## src/rtl/dispatch_pipe_arbiter_if.sv

```systemverilog
// Dispatch-queue-head / arbiter handshake bundle.
interface dispatch_pipe_arbiter_if #(
   parameter int unsigned DISP_WIDTH = 2,
   parameter int unsigned NUM_FUS    = 4
);
   localparam int unsigned PIPE_W = (NUM_FUS > 1) ? $clog2(NUM_FUS) : 1;

   logic                         stall;
   logic                         flush;
   logic [DISP_WIDTH-1:0]        slot_valid;
   logic [DISP_WIDTH*PIPE_W-1:0] slot_pipe;
   logic [NUM_FUS-1:0]           credit_return;
   logic [DISP_WIDTH-1:0]        slot_grant;
   logic [NUM_FUS-1:0]           pipe_free;
   logic                         credit_err;
   logic [15:0]                  collision_cnt;

   // Requester side: dispatch queues and pipe issue logic
   modport master (
      output stall, flush, slot_valid, slot_pipe, credit_return,
      input  slot_grant, pipe_free, credit_err, collision_cnt
   );

   // Arbiter side
   modport slave (
      input  stall, flush, slot_valid, slot_pipe, credit_return,
      output slot_grant, pipe_free, credit_err, collision_cnt
   );
endinterface

```

## src/rtl/dispatch_pipe_arbiter.sv

```systemverilog
// Per-cycle dispatch arbiter: credit-tracked RS occupancy per pipe, one grant
// per pipe per cycle, rotating slot priority to break same-pipe collisions.
module dispatch_pipe_arbiter #(
   parameter int unsigned DISP_WIDTH = 2,
   parameter int unsigned NUM_FUS    = 4,
   parameter int unsigned RS_DEPTH   = 8
) (
   input  logic                   clk,
   input  logic                   rst,
   dispatch_pipe_arbiter_if.slave bus
);
   localparam int unsigned PIPE_W = (NUM_FUS > 1) ? $clog2(NUM_FUS) : 1;
   localparam int unsigned CNT_W  = $clog2(RS_DEPTH + 1);
   localparam int unsigned RR_W   = (DISP_WIDTH > 1) ? $clog2(DISP_WIDTH) : 1;

   logic [CNT_W-1:0]  credits     [NUM_FUS];
   logic [CNT_W-1:0]  credits_nxt [NUM_FUS];
   logic [RR_W-1:0]   rr_ptr;
   logic [RR_W-1:0]   rr_ptr_nxt;
   logic              credit_err_q;
   logic              credit_err_nxt;
   logic [15:0]       collision_q;
   logic [15:0]       collision_nxt;
   logic [NUM_FUS-1:0] pipe_free_q;
   logic [NUM_FUS-1:0] pipe_free_nxt;

   logic [PIPE_W-1:0]     slot_pipe_a [DISP_WIDTH];
   logic [DISP_WIDTH-1:0] grant;
   logic [NUM_FUS-1:0]    taken;
   logic                  collided;
   logic [RR_W-1:0]       slot;
   logic [PIPE_W-1:0]     pipe;
   logic                  has_credit;

   // Unpack per-slot pipe targets
   for (genvar i = 0; i < DISP_WIDTH; i++) begin : g_unpack
      assign slot_pipe_a[i] = bus.slot_pipe[i*PIPE_W +: PIPE_W];
   end

   // Grant selection in rotating priority order, one grant per pipe
   always_comb begin
      grant      = '0;
      taken      = '0;
      collided   = 1'b0;
      slot       = '0;
      pipe       = '0;
      has_credit = 1'b0;
      if (!rst && !bus.stall && !bus.flush) begin
         for (int unsigned k = 0; k < DISP_WIDTH; k++) begin
            slot       = RR_W'((32'(rr_ptr) + k) % DISP_WIDTH);
            pipe       = slot_pipe_a[slot];
            has_credit = 1'b0;
            // Out-of-range pipe indices behave as a pipe with no credits
            if (32'(pipe) < NUM_FUS) begin
               has_credit = (credits[pipe] != '0);
            end
            if (bus.slot_valid[slot] && has_credit) begin
               if (taken[pipe]) begin
                  collided = 1'b1;
               end else begin
                  grant[slot] = 1'b1;
                  taken[pipe] = 1'b1;
               end
            end
         end
      end
   end

   // Next-state: credits, sticky error, rotating pointer, collision counter
   always_comb begin
      credit_err_nxt = credit_err_q;
      rr_ptr_nxt     = rr_ptr;
      collision_nxt  = collision_q;
      pipe_free_nxt  = '0;
      for (int p = 0; p < NUM_FUS; p++) begin
         credits_nxt[p] = credits[p];
         if (bus.flush) begin
            credits_nxt[p] = CNT_W'(RS_DEPTH);
         end else if (bus.credit_return[PIPE_W'(p)] && !taken[PIPE_W'(p)]) begin
            if (credits[p] == CNT_W'(RS_DEPTH)) begin
               credit_err_nxt = 1'b1;
            end else begin
               credits_nxt[p] = credits[p] + CNT_W'(1);
            end
         end else if (!bus.credit_return[PIPE_W'(p)] && taken[PIPE_W'(p)]) begin
            credits_nxt[p] = credits[p] - CNT_W'(1);
         end
         pipe_free_nxt[PIPE_W'(p)] = (credits_nxt[p] != '0);
      end
      if (bus.flush) begin
         rr_ptr_nxt = '0;
      end else if (collided) begin
         rr_ptr_nxt = (32'(rr_ptr) == DISP_WIDTH - 1) ? '0 : rr_ptr + RR_W'(1);
         if (collision_q != 16'hFFFF) begin
            collision_nxt = collision_q + 16'd1;
         end
      end
   end

   // State register with synchronous reset
   always_ff @(posedge clk) begin
      if (rst) begin
         for (int p = 0; p < NUM_FUS; p++) begin
            credits[p] <= CNT_W'(RS_DEPTH);
         end
         rr_ptr       <= '0;
         credit_err_q <= 1'b0;
         collision_q  <= '0;
         pipe_free_q  <= '1;
      end else begin
         credits      <= credits_nxt;
         rr_ptr       <= rr_ptr_nxt;
         credit_err_q <= credit_err_nxt;
         collision_q  <= collision_nxt;
         pipe_free_q  <= pipe_free_nxt;
      end
   end

   assign bus.slot_grant    = grant;
   assign bus.pipe_free     = pipe_free_q;
   assign bus.credit_err    = credit_err_q;
   assign bus.collision_cnt = collision_q;
endmodule

```

## src/flat_wrapper.sv

```systemverilog
// flat-port wrapper written by rule: the top's interface ports become plain ports
module dispatch_pipe_arbiter_flat 
#(
   parameter int unsigned DISP_WIDTH = 2,
   parameter int unsigned NUM_FUS    = 4,
   parameter int unsigned RS_DEPTH   = 8
)
  (clk, rst, bus_stall, bus_flush, bus_slot_valid, bus_slot_pipe, bus_credit_return, bus_slot_grant, bus_pipe_free, bus_credit_err, bus_collision_cnt);
  dispatch_pipe_arbiter_if #(.DISP_WIDTH(DISP_WIDTH), .NUM_FUS(NUM_FUS)) bus_i ();
  input  logic clk;
  input  logic rst;
  input wire logic [$bits(bus_i.stall)-1:0] bus_stall;
  input wire logic [$bits(bus_i.flush)-1:0] bus_flush;
  input wire logic [$bits(bus_i.slot_valid)-1:0] bus_slot_valid;
  input wire logic [$bits(bus_i.slot_pipe)-1:0] bus_slot_pipe;
  input wire logic [$bits(bus_i.credit_return)-1:0] bus_credit_return;
  output wire logic [$bits(bus_i.slot_grant)-1:0] bus_slot_grant;
  output wire logic [$bits(bus_i.pipe_free)-1:0] bus_pipe_free;
  output wire logic [$bits(bus_i.credit_err)-1:0] bus_credit_err;
  output wire logic [$bits(bus_i.collision_cnt)-1:0] bus_collision_cnt;
  assign bus_i.stall = bus_stall;
  assign bus_i.flush = bus_flush;
  assign bus_i.slot_valid = bus_slot_valid;
  assign bus_i.slot_pipe = bus_slot_pipe;
  assign bus_i.credit_return = bus_credit_return;
  assign bus_slot_grant = bus_i.slot_grant;
  assign bus_pipe_free = bus_i.pipe_free;
  assign bus_credit_err = bus_i.credit_err;
  assign bus_collision_cnt = bus_i.collision_cnt;
  dispatch_pipe_arbiter #(.DISP_WIDTH(DISP_WIDTH), .NUM_FUS(NUM_FUS), .RS_DEPTH(RS_DEPTH)) u_core (.clk(clk), .rst(rst), .bus(bus_i));
endmodule
```

## config.mk

```make
export PLATFORM = sky130hd
export DESIGN_NAME = dispatch_pipe_arbiter_flat
export DESIGN_NICKNAME = d
export VERILOG_FILES = /design/src/rtl/dispatch_pipe_arbiter_if.sv /design/src/rtl/dispatch_pipe_arbiter.sv /design/src/flat_wrapper.sv
export SDC_FILE = /design/constraint.sdc
export NUM_CORES = 1
export LEC_CHECK = 0
export CAP_MARGIN = 20
export CORE_UTILIZATION = 35
export DETAILED_ROUTE_END_ITERATION = 8
export GPL_TIMING_DRIVEN = 0
export PLACE_DENSITY_LB_ADDON = 0.3
export SLEW_MARGIN = 5
export SYNTH_ARGS = -nofsm -noshare
export SYNTH_HDL_FRONTEND = slang
export SYNTH_SLANG_ARGS = --single-unit
```

## constraint.sdc

```tcl
create_clock -name clk -period 3.5 [get_ports clk]
set_input_delay 0.7 -clock clk [delete_from_list [all_inputs] [get_ports clk]]
set_output_delay 0.7 -clock clk [all_outputs]
set_load 0.02 [all_outputs]
```

==> impl_metrics.tcl, run 1 <==
set metrics [dict create \
    status "complete, no violations" \
    worst_pin_slew_ps 466 \
    dp_cells 322 \
    nFillCells 541 \
    slowest_delay_ps 570 \
    track_usage_pct 15.2 \
    place_area_um2 2300 \
    max_freq_mhz 313 \
    ys.flop_type "dfxtp_1" \
    io_buffer_count 32 \
    ir_drop_uv 195 \
    avgSynthCellArea_um2 8.59 \
    critPathArrivalTime_ps 2500 \
    multi_input_area_um2 1240 \
    synth_fa_ha_area_share_pct 5.23 \
    hold_viol 0 \
    wire_per_inst_um 12.1 \
    cts.sinks 29 \
    die_area_um2 5700 \
    cts_buffer_depth 2 \
    synthSimpleGateAreaFrac_pct 31.6 \
    worstHoldPathType "flip-flop to flip-flop" \
    drive_above_1_share_pct 11.2 \
    async_flop_share_pct 0 \
    synth_compound_area_share_pct 12.0 \
    grt_max_degree 11 \
    end_kind "output pin" \
    clk_pin_slew_ps 60 \
    crit_fanout 5 \
    dieWidth_um 75.5 \
    start_util_pct 36.8 \
    grtUsageMet1_pct 20.7 \
    via_per_inst 4.98 \
    synth_cell_types 50 \
    antenna_found_initial 0 \
    crit_slowest_cell "clkdlybuf4s50_1" \
    io_pins 37 \
    fin_skew_ps 3.80 \
    synth_top_area_cell "dfxtp_1" \
    grt_util_met3_pct 2.78 \
    netlist_instances 220 \
    cts_buffers 5 \
    relSlewSlack_pct 68.7 \
    setup_violations 0 \
    first_iter_violations 53 \
    grt_overflow_total 0 \
    drc 0 \
    insertion_delay_ps 280 \
    period_minus_slack_ps 3200 \
    grt_pass1_wl_um 6600 \
    path_cells "clkdlybuf4s50_1 -> mux2_2 -> nor2_2 -> o31ai_4 -> nand3_1 -> a21oi_1 -> dlygate4sd2_1" \
    synth_xor_area_share_pct 8.34 \
    drtAntennaViolNets 0 \
    post-place-ws_ps -137 \
    synth_edf_count 0 \
    vias 1640 \
    synth_area_um2 1890 \
    grt_pass1_vias 1433 \
    hpwl_um 3040 \
    cts_max_level 2 \
    core_area_um2 5140 \
    synth.top_cell.area_share_pct 30.7 \
    drv_cap 0 \
    synth-seq-area-share_pct 30.7 \
    period_share_pct 91.4 \
    yosys_warnings 0 \
    synthToLayoutAreaGrowth_pct 27.3 \
    leakage_uw 0.000920 \
    postCtsSetupBuffers 0 \
    met2_usage_pct 23.9 \
    worstSetupPathType "primary input to output pin" \
    powerDensity_nw_per_um2 292 \
    cts_tree "built" \
    finalNetCount 280 \
    synth_most_common_cell "nor2_1" \
    critPathLaunchType "primary input" \
    fin_area_um2 2410 \
    rsz0062_at_grt "no" \
    synth_mux_area_share_pct 7.28 \
    synth.area.top_cells "dfxtp_1, xor2_1, nor2_1, mux2i_1, ha_1" \
    synth_top_family_by_area "simple AND/OR/NAND/NOR gates" \
    top_usage_layer "met2" \
    num_rows 26 \
    root_buffer "clkbuf_8" \
    final_cells 329 \
    layout_setup_ws_ps 301 \
    cp_data_required_time_ps 2800 \
    insertedDiodeCount 0 \
    regArea_um2 581 \
    fp.dieH_um 75.5 \
    synth_nets 241 \
    dr.pass1.iters 4 \
    final-max-slew-violation-count 0 \
    gp_congestion 0.831 \
    synth.ff_latch_count 29 \
    routed_wl_um 4000 \
    synth_top_cells_by_count "nor2_1, dfxtp_1, xor2_1" \
]
worst max-delay path: cells and delay by family:
family          cells  cell delay (ps)
buf+inv             2              910
compound gates      2              490
mux                 1              210
simple gates        2              180
sequential cells by signal, summed over array words and instances (netlist names):
name,flops
u_core.bus.collision_cnt,16
u_core.rr_ptr,1
u_core.bus.pipe_free,3
u_core.credits,8
u_core.bus.credit_err,1
worst paths after layout:
| check | from | endpoint | slack [ps] | cells past startpoint |
|---|---|---|---|---|
| setup / recovery | bus_slot_pipe[2] | bus_slot_grant[0] | 300 | 7 |
| hold / removal | u_core.bus.collision_cnt[8]$_SDFFE_PP0P_ | u_core.bus.collision_cnt[8]$_SDFFE_PP0P_ | 540 | 2 |
| setup reg to reg | u_core.rr_ptr$_SDFFE_PP0P_ | u_core.bus.pipe_free[0]$_SDFF_PP1_ | 930 | 8 |
| hold reg to reg | u_core.bus.collision_cnt[8]$_SDFFE_PP0P_ | u_core.bus.collision_cnt[8]$_SDFFE_PP0P_ | 540 | 2 |
metrics by stage:
stage / power, uW / hold WS [ps] / util (%) / TNS, ps
detailed placement: 434 / 529 / 44.7 / -268
global route: 736 / 569 / 46.8 / 0
floorplan: 401 / 595 / - / 0
global placement: 434 / 525 / 44.7 / -215
finish: 703 / 539 / 46.8 / 0
CTS: 709 / 545 / 46.5 / 0
where the power goes:
group / switching, uW / internal, uW
Clock: 119 / 156
Sequential: 4.57 / 334
Combinational: 49.6 / 40.2
Total: 173 / 530
cells in the final DEF, fill, tap and decap left out, types with 3 or more instances in the layout:
cell             synthesis  layout
nor2_1                  35      35
clkdlybuf4s50_1          0      29
dfxtp_1                 29      29
xor2_1                  16      16
nand2_1                 11      11
mux2i_1                 10       9
nand3_1                  9       9
clkbuf_1                 8       9
a21oi_1                  7       7
and3_1                   7       7
nand4_1                  7       7
ha_1                     7       7
clkbuf_8                 0       6
inv_1                    5       5
nand4b_1                 5       5
nor3_1                   5       5
buf_2                    4       4
or3_1                    3       3
and2_1                   3       3
nor4_1                   3       3
layout make-up:
type / instances / area share, %
tap: 70 / 3.64
inverter: 6 / 0.936
clock buffer: 7 / 3.59
multi-input combinational: 170 / 51.5
timing repair buffer: 32 / 13.3
sequential: 29 / 24.1
buffer: 15 / 2.86
layer usage:
metal,wire [um],up-vias
met1,1970,752
li1,-,856
met5,0,-
met2,1860,26
met4,61,0
met3,110,6
cell families (layout without fill, tap and decap cells):
logic type / count (synthesis) / count (layout)
xor+xnor: 18 / 18
flops: 29 / 29
simple gates: 106 / 106
fa+ha+maj: 8 / 8
buf+inv: 21 / 60
mux: 13 / 13
compound gates: 25 / 25
timing repair:
item                       CTS  global route
resized for setup            4             2
hold endpoints to repair     0             0
hold buffers                 0             0
pin swaps                    0             1
setup endpoints to repair    2             1
No activity file was read; power rests on OpenSTA's default activity.
==> run 2, diff against run 1 <==
- CORE_UTILIZATION: 35 -> 56
==> run 2 against run 1 <==
Against the previous run:
- combinational power hardly changed
- largest cell class unchanged
- sequential power hardly changed
- core utilization is 28 points higher
- critical endpoint is now bus_slot_grant[1]
- cell area is 2.6% lower
- clock-buffer cell count stayed put
- non-clock buffer count stayed put
- critical path depth stayed put
- flip-flop and latch count stayed put
- clock skew is 1.4 ps higher
- total power is 4.6% lower
==> impl_metrics.tcl, run 2 (synthesis results as in run 1) <==
set metrics [dict create \
    crit_fanout 5 \
    place_area_um2 2270 \
    clk_pin_slew_ps 90 \
    cp_data_required_time_ps 2800 \
    slowest_delay_ps 530 \
    grt_pass1_wl_um 6510 \
    dieWidth_um 60.1 \
    cts.sinks 29 \
    start_util_pct 60.4 \
    hold_viol 0 \
    track_usage_pct 24.5 \
    critPathLaunchType "primary input" \
    worst_pin_slew_ps 512 \
    grt_overflow_total 0 \
    critPathTopFamily "buffers and inverters" \
    relSlewSlack_pct 65.6 \
    postCtsSetupBuffers 0 \
    final-max-slew-violation-count 0 \
    rsz0062_at_grt "no" \
    synthToLayoutAreaGrowth_pct 24.0 \
    io_buffer_count 32 \
    nFillCells 246 \
    io_pins 37 \
    post-place-ws_ps -152 \
    period_share_pct 94.1 \
    dr.pass1.iters 4 \
    gp_congestion 0.840 \
    ir_drop_uv 251 \
    core_area_um2 3130 \
    worst-path-buf-inv 2 \
    cts_buffers 5 \
    root_buffer "clkbuf_4" \
    fin_skew_ps 5.18 \
    status "complete, no violations" \
    finalNetCount 280 \
    antenna_found_initial 0 \
    insertedDiodeCount 0 \
    drtAntennaViolNets 0 \
    layout_setup_ws_ps 205 \
    hpwl_um 3010 \
    grt_max_degree 11 \
    cts_buffer_depth 2 \
    drc 0 \
    vias 1698 \
    drive_above_1_share_pct 11.9 \
    largest_reg_flops 16 \
    leakage_uw 0.000902 \
    num_rows 20 \
    worstSetupPathType "primary input to output pin" \
    fp.dieH_um 60.1 \
    drv_cap 0 \
    cts_tree "built" \
    powerDensity_nw_per_um2 286 \
    path_cells "clkdlybuf4s50_1 -> mux2i_2 -> nor2_2 -> o31ai_4 -> a32oi_1 -> nor2_1 -> dlygate4sd2_1" \
    grt_pass1_vias 1498 \
    period_minus_slack_ps 3290 \
    die_area_um2 3610 \
    final_common_cell "nor2_1" \
    critPathArrivalTime_ps 2590 \
    crit_slowest_cell "clkdlybuf4s50_1" \
    insertion_delay_ps 350 \
    setup_violations 0 \
    max_freq_mhz 304 \
    fin_area_um2 2340 \
    layout_common_cells "nor2_1, clkdlybuf4s50_1, dfxtp_1, xor2_1, nand2_1" \
    wire_per_inst_um 13.4 \
    end_kind "output pin" \
    routed_wl_um 4080 \
    worstHoldPathType "flip-flop to flip-flop" \
    via_per_inst 5.59 \
    first_iter_violations 80 \
    cts_max_level 2 \
]
run 2: cell count changes in the layout (fill, tap and decap cells not counted), sizes merged:
cell           previous run  this run
clkdlybuf4s50            29        30
clkinv                    0         1
dlymetal6s2s              1         0
run 2: power breakdown:
| group | switching, uW | internal, uW | leakage, uW |
|---|---|---|---|
| logic | 49.9 | 39.9 | 0.000626 |
| registers | 4.49 | 334 | 0.000235 |
| clock network | 127 | 116 | 0.0000413 |
run 2: layer usage:
| metal | part of all wire (%) | vias to the layer above | global-route usage [%] |
|---|---|---|---|
| met5 | 0 | - | 0 |
| met4 | 3.0 | 0 | 11.6 |
| met3 | 4.0 | 14 | 7.79 |
| met2 | 44 | 32 | 36.3 |
| met1 | 49 | 794 | 31.9 |
| li1 | - | 858 | - |
run 2: what timing repair did:
action                     in CTS  in global routing
hold buffers                    0                  0
setup endpoints to repair       2                  0
gates resized for setup         4                  0
run 2: worst reg2reg max path, stage by stage (launching register included):
cell and delay (ps):
dfxtp_1 360, buf_2 240, inv_2 100, o31ai_4 350, a21oi_1 190, a31oi_1 300
buf_2 260, mux2i_1 240, mux2i_1 250, nand4b_1 130
run 2: final cells by class:
class                      instances  area [um^2]  share of cell area [%]
inverter                           6         22.5                   0.961
sequential                        29          581                    24.8
timing repair buffer              32          318                    13.6
tap                               44         55.1                    2.35
clock buffer                       7         65.1                    2.78
clock inverter                     1         5.00                   0.214
multi-input combinational        170         1230                    52.4
buffer                            15         68.8                    2.94
run 2: metrics by stage:
step | utilization, % | setup TNS (ps) | power, uW | instances | hold slack, ps
finish | 74.9 | 0 | 671 | 304 | 546
global route | 74.9 | 0 | 695 | 304 | 581
floorplan | - | 0 | 401 | 220 | 595
global placement | 72.4 | -172 | 432 | 296 | 505
detailed placement | 72.4 | -264 | 434 | 296 | 494
CTS | 74.9 | 0 | 671 | 304 | 538
run 2: path summary, 6_finish.rpt:
kind | start | endpoint | slack [ps] | cells past startpoint
worst max-delay path | bus_slot_pipe[0] | bus_slot_grant[1] | 210 | 7
worst min register to register | u_core.bus.collision_cnt[8]$_SDFFE_PP0P_ | u_core.bus.collision_cnt[8]$_SDFFE_PP0P_ | 550 | 2
worst min-delay path | u_core.bus.collision_cnt[8]$_SDFFE_PP0P_ | u_core.bus.collision_cnt[8]$_SDFFE_PP0P_ | 550 | 2
worst max register to register | u_core.rr_ptr$_SDFFE_PP0P_ | u_core.bus.pipe_free[1]$_SDFF_PP1_ | 940 | 9
==> run 3, diff against run 2 <==
- CORE_ASPECT_RATIO: default -> 0.9
==> run 3 against run 2 <==
Against the previous run:
- highest routed layer unchanged
- critical path depth unchanged
- clock skew is 2.0 ps lower
- first-iteration DRC count grew 73%
- register-to-register slack got worse by 120 ps
- worst setup slack improved by 100 ps
- final cell count is 0.66% lower
- via count increased by 1.5%
- sequential power is essentially flat
- routed wire length is 1.5% higher
==> impl_metrics.tcl, run 3 (synthesis results as in run 1) <==
set metrics [dict create \
    status "complete, no violations" \
    final_common_cell "nor2_1" \
    layout_common_cells "nor2_1, clkdlybuf4s50_1, dfxtp_1, xor2_1, nand2_1" \
    io_pins 37 \
    slowest_delay_ps 560 \
    end_kind "output pin" \
    grt_pass1_wl_um 6870 \
    insertion_delay_ps 270 \
    hpwl_um 2990 \
    cts_tree "built" \
    root_buffer "clkbuf_8" \
    grt_pass1_vias 1526 \
    first_iter_violations 138 \
    drtAntennaViolNets 0 \
    multi_input_area_um2 1240 \
    cts_buffers 5 \
    period_share_pct 91.3 \
    finalSetupTns_ps 0 \
    powerDensity_nw_per_um2 295 \
    core_area_um2 3140 \
    finalNetCount 281 \
    via_per_inst 5.71 \
    drc 0 \
    dr.pass1.iters 4 \
    routed_wl_um 4140 \
    critPathLaunchType "primary input" \
    num_rows 19 \
    worst_pin_slew_ps 547 \
    dieWidth_um 63.2 \
    crit_slowest_cell "clkdlybuf4s50_1" \
    fp.dieH_um 57.1 \
    drv_cap 0 \
    crit_fanout 5 \
    critPathArrivalTime_ps 2490 \
    max_freq_mhz 313 \
    relSlewSlack_pct 63.2 \
    worstSetupPathType "primary input to output pin" \
    setup_violations 0 \
    worst-path-buf-inv 2 \
    drive_above_1_share_pct 11.5 \
    nFillCells 229 \
    worstHoldPathType "flip-flop to flip-flop" \
    cts_buffer_depth 2 \
    rsz0062_at_grt "no" \
    fin_area_um2 2380 \
    path_cells "clkdlybuf4s50_1 -> or3_1 -> o31ai_4 -> a221oi_4 -> nand3_1 -> a21oi_1 -> dlygate4sd2_1" \
    track_usage_pct 23.6 \
    cts_max_level 2 \
    ir_drop_uv 340 \
    grt_max_degree 11 \
    hold_viol 0 \
    insertedDiodeCount 0 \
    vias 1724 \
    die_area_um2 3610 \
    gp_congestion 0.813 \
    place_area_um2 2260 \
    final-max-slew-violation-count 0 \
    start_util_pct 60.2 \
    cts.sinks 29 \
    regArea_um2 581 \
    synthToLayoutAreaGrowth_pct 25.8 \
    critPathTopFamily "buffers and inverters" \
    fin_skew_ps 3.16 \
    cp_data_required_time_ps 2800 \
    wire_per_inst_um 13.7 \
    cts_hold_buf 0 \
    io_buffer_count 32 \
    antenna_found_initial 0 \
    period_minus_slack_ps 3190 \
    clk_pin_slew_ps 60 \
    grt_overflow_total 0 \
    leakage_uw 0.000924 \
    largest_reg_flops 16 \
]
-- run 3: cell types whose count changed in the layout (fill, tap and decap cells not counted), sizes merged --
cell,change
buf,+1
clkdlybuf4s50,-1
clkinv,-1
dlymetal6s2s,+1
-- run 3: path summary, 6_finish.rpt --
kind / startpoint / to / slack, ps / cells after the start
setup reg to reg: u_core.rr_ptr$_SDFFE_PP0P_ / u_core.bus.pipe_free[1]$_SDFF_PP1_ / 820 / 9
hold reg to reg: u_core.bus.collision_cnt[14]$_SDFFE_PP0P_ / u_core.bus.collision_cnt[14]$_SDFFE_PP0P_ / 540 / 2
hold / removal: u_core.bus.collision_cnt[14]$_SDFFE_PP0P_ / u_core.bus.collision_cnt[14]$_SDFFE_PP0P_ / 540 / 2
setup / recovery: bus_slot_pipe[2] / bus_slot_grant[0] / 310 / 7
-- run 3: cell type report --
cell class / instances / share of cell area (%)
inverters: 6 / 0.947
well taps: 42 / 2.21
multi-input cells: 170 / 52.1
repair buffers: 33 / 13.8
clock buffers: 7 / 3.63
flip-flops and latches: 29 / 24.4
plain buffers: 15 / 2.89
-- run 3: worst register-to-register path, stage by stage (launching register included) --
cell and delay [ps]:
dfxtp_1 370, buf_2 250, inv_2 100, o31ai_4 370, a21oi_1 190, a31oi_1 330, buf_2 280, mux2i_1 240
mux2i_1 280, nand4b_1 120
-- run 3: power breakdown --
part / switching, uW / internal, uW
Sequential: 4.46 / 334
Clock: 114 / 156
Combinational: 51.5 / 41.1
Total: 170 / 531
-- run 3: metrics by stage --
stage / std cells / total power, uW / worst slack (ps) / util [%] / hold WS [ps]
floorplan: 220 / 401 / 951 / - / 595
global placement: 294 / 432 / -125 / 72.1 / 517
detailed placement: 294 / 433 / -171 / 72.1 / 521
CTS: 301 / 704 / 39.6 / 75.5 / 542
global route: 302 / 731 / 165 / 75.8 / 562
finish: 302 / 701 / 305 / 75.8 / 539
-- run 3: what timing repair did --
action | in CTS | in global routing
resized for setup | 5 | 1
pin swaps | 2 | 1
setup buffers | 0 | 1
setup endpoints to repair | 2 | 1
-- run 3: metal layers --
| layer | global-route usage (%) | vias up | part of all wire, % |
|---|---|---|---|
| met5 | 0 | - | 0 |
| met4 | 4.55 | 0 | 0.29 |
| met3 | 5.00 | 2 | 4.5 |
| met2 | 37.9 | 44 | 46 |
| met1 | 33.0 | 813 | 49 |
| li1 | - | 865 | - |
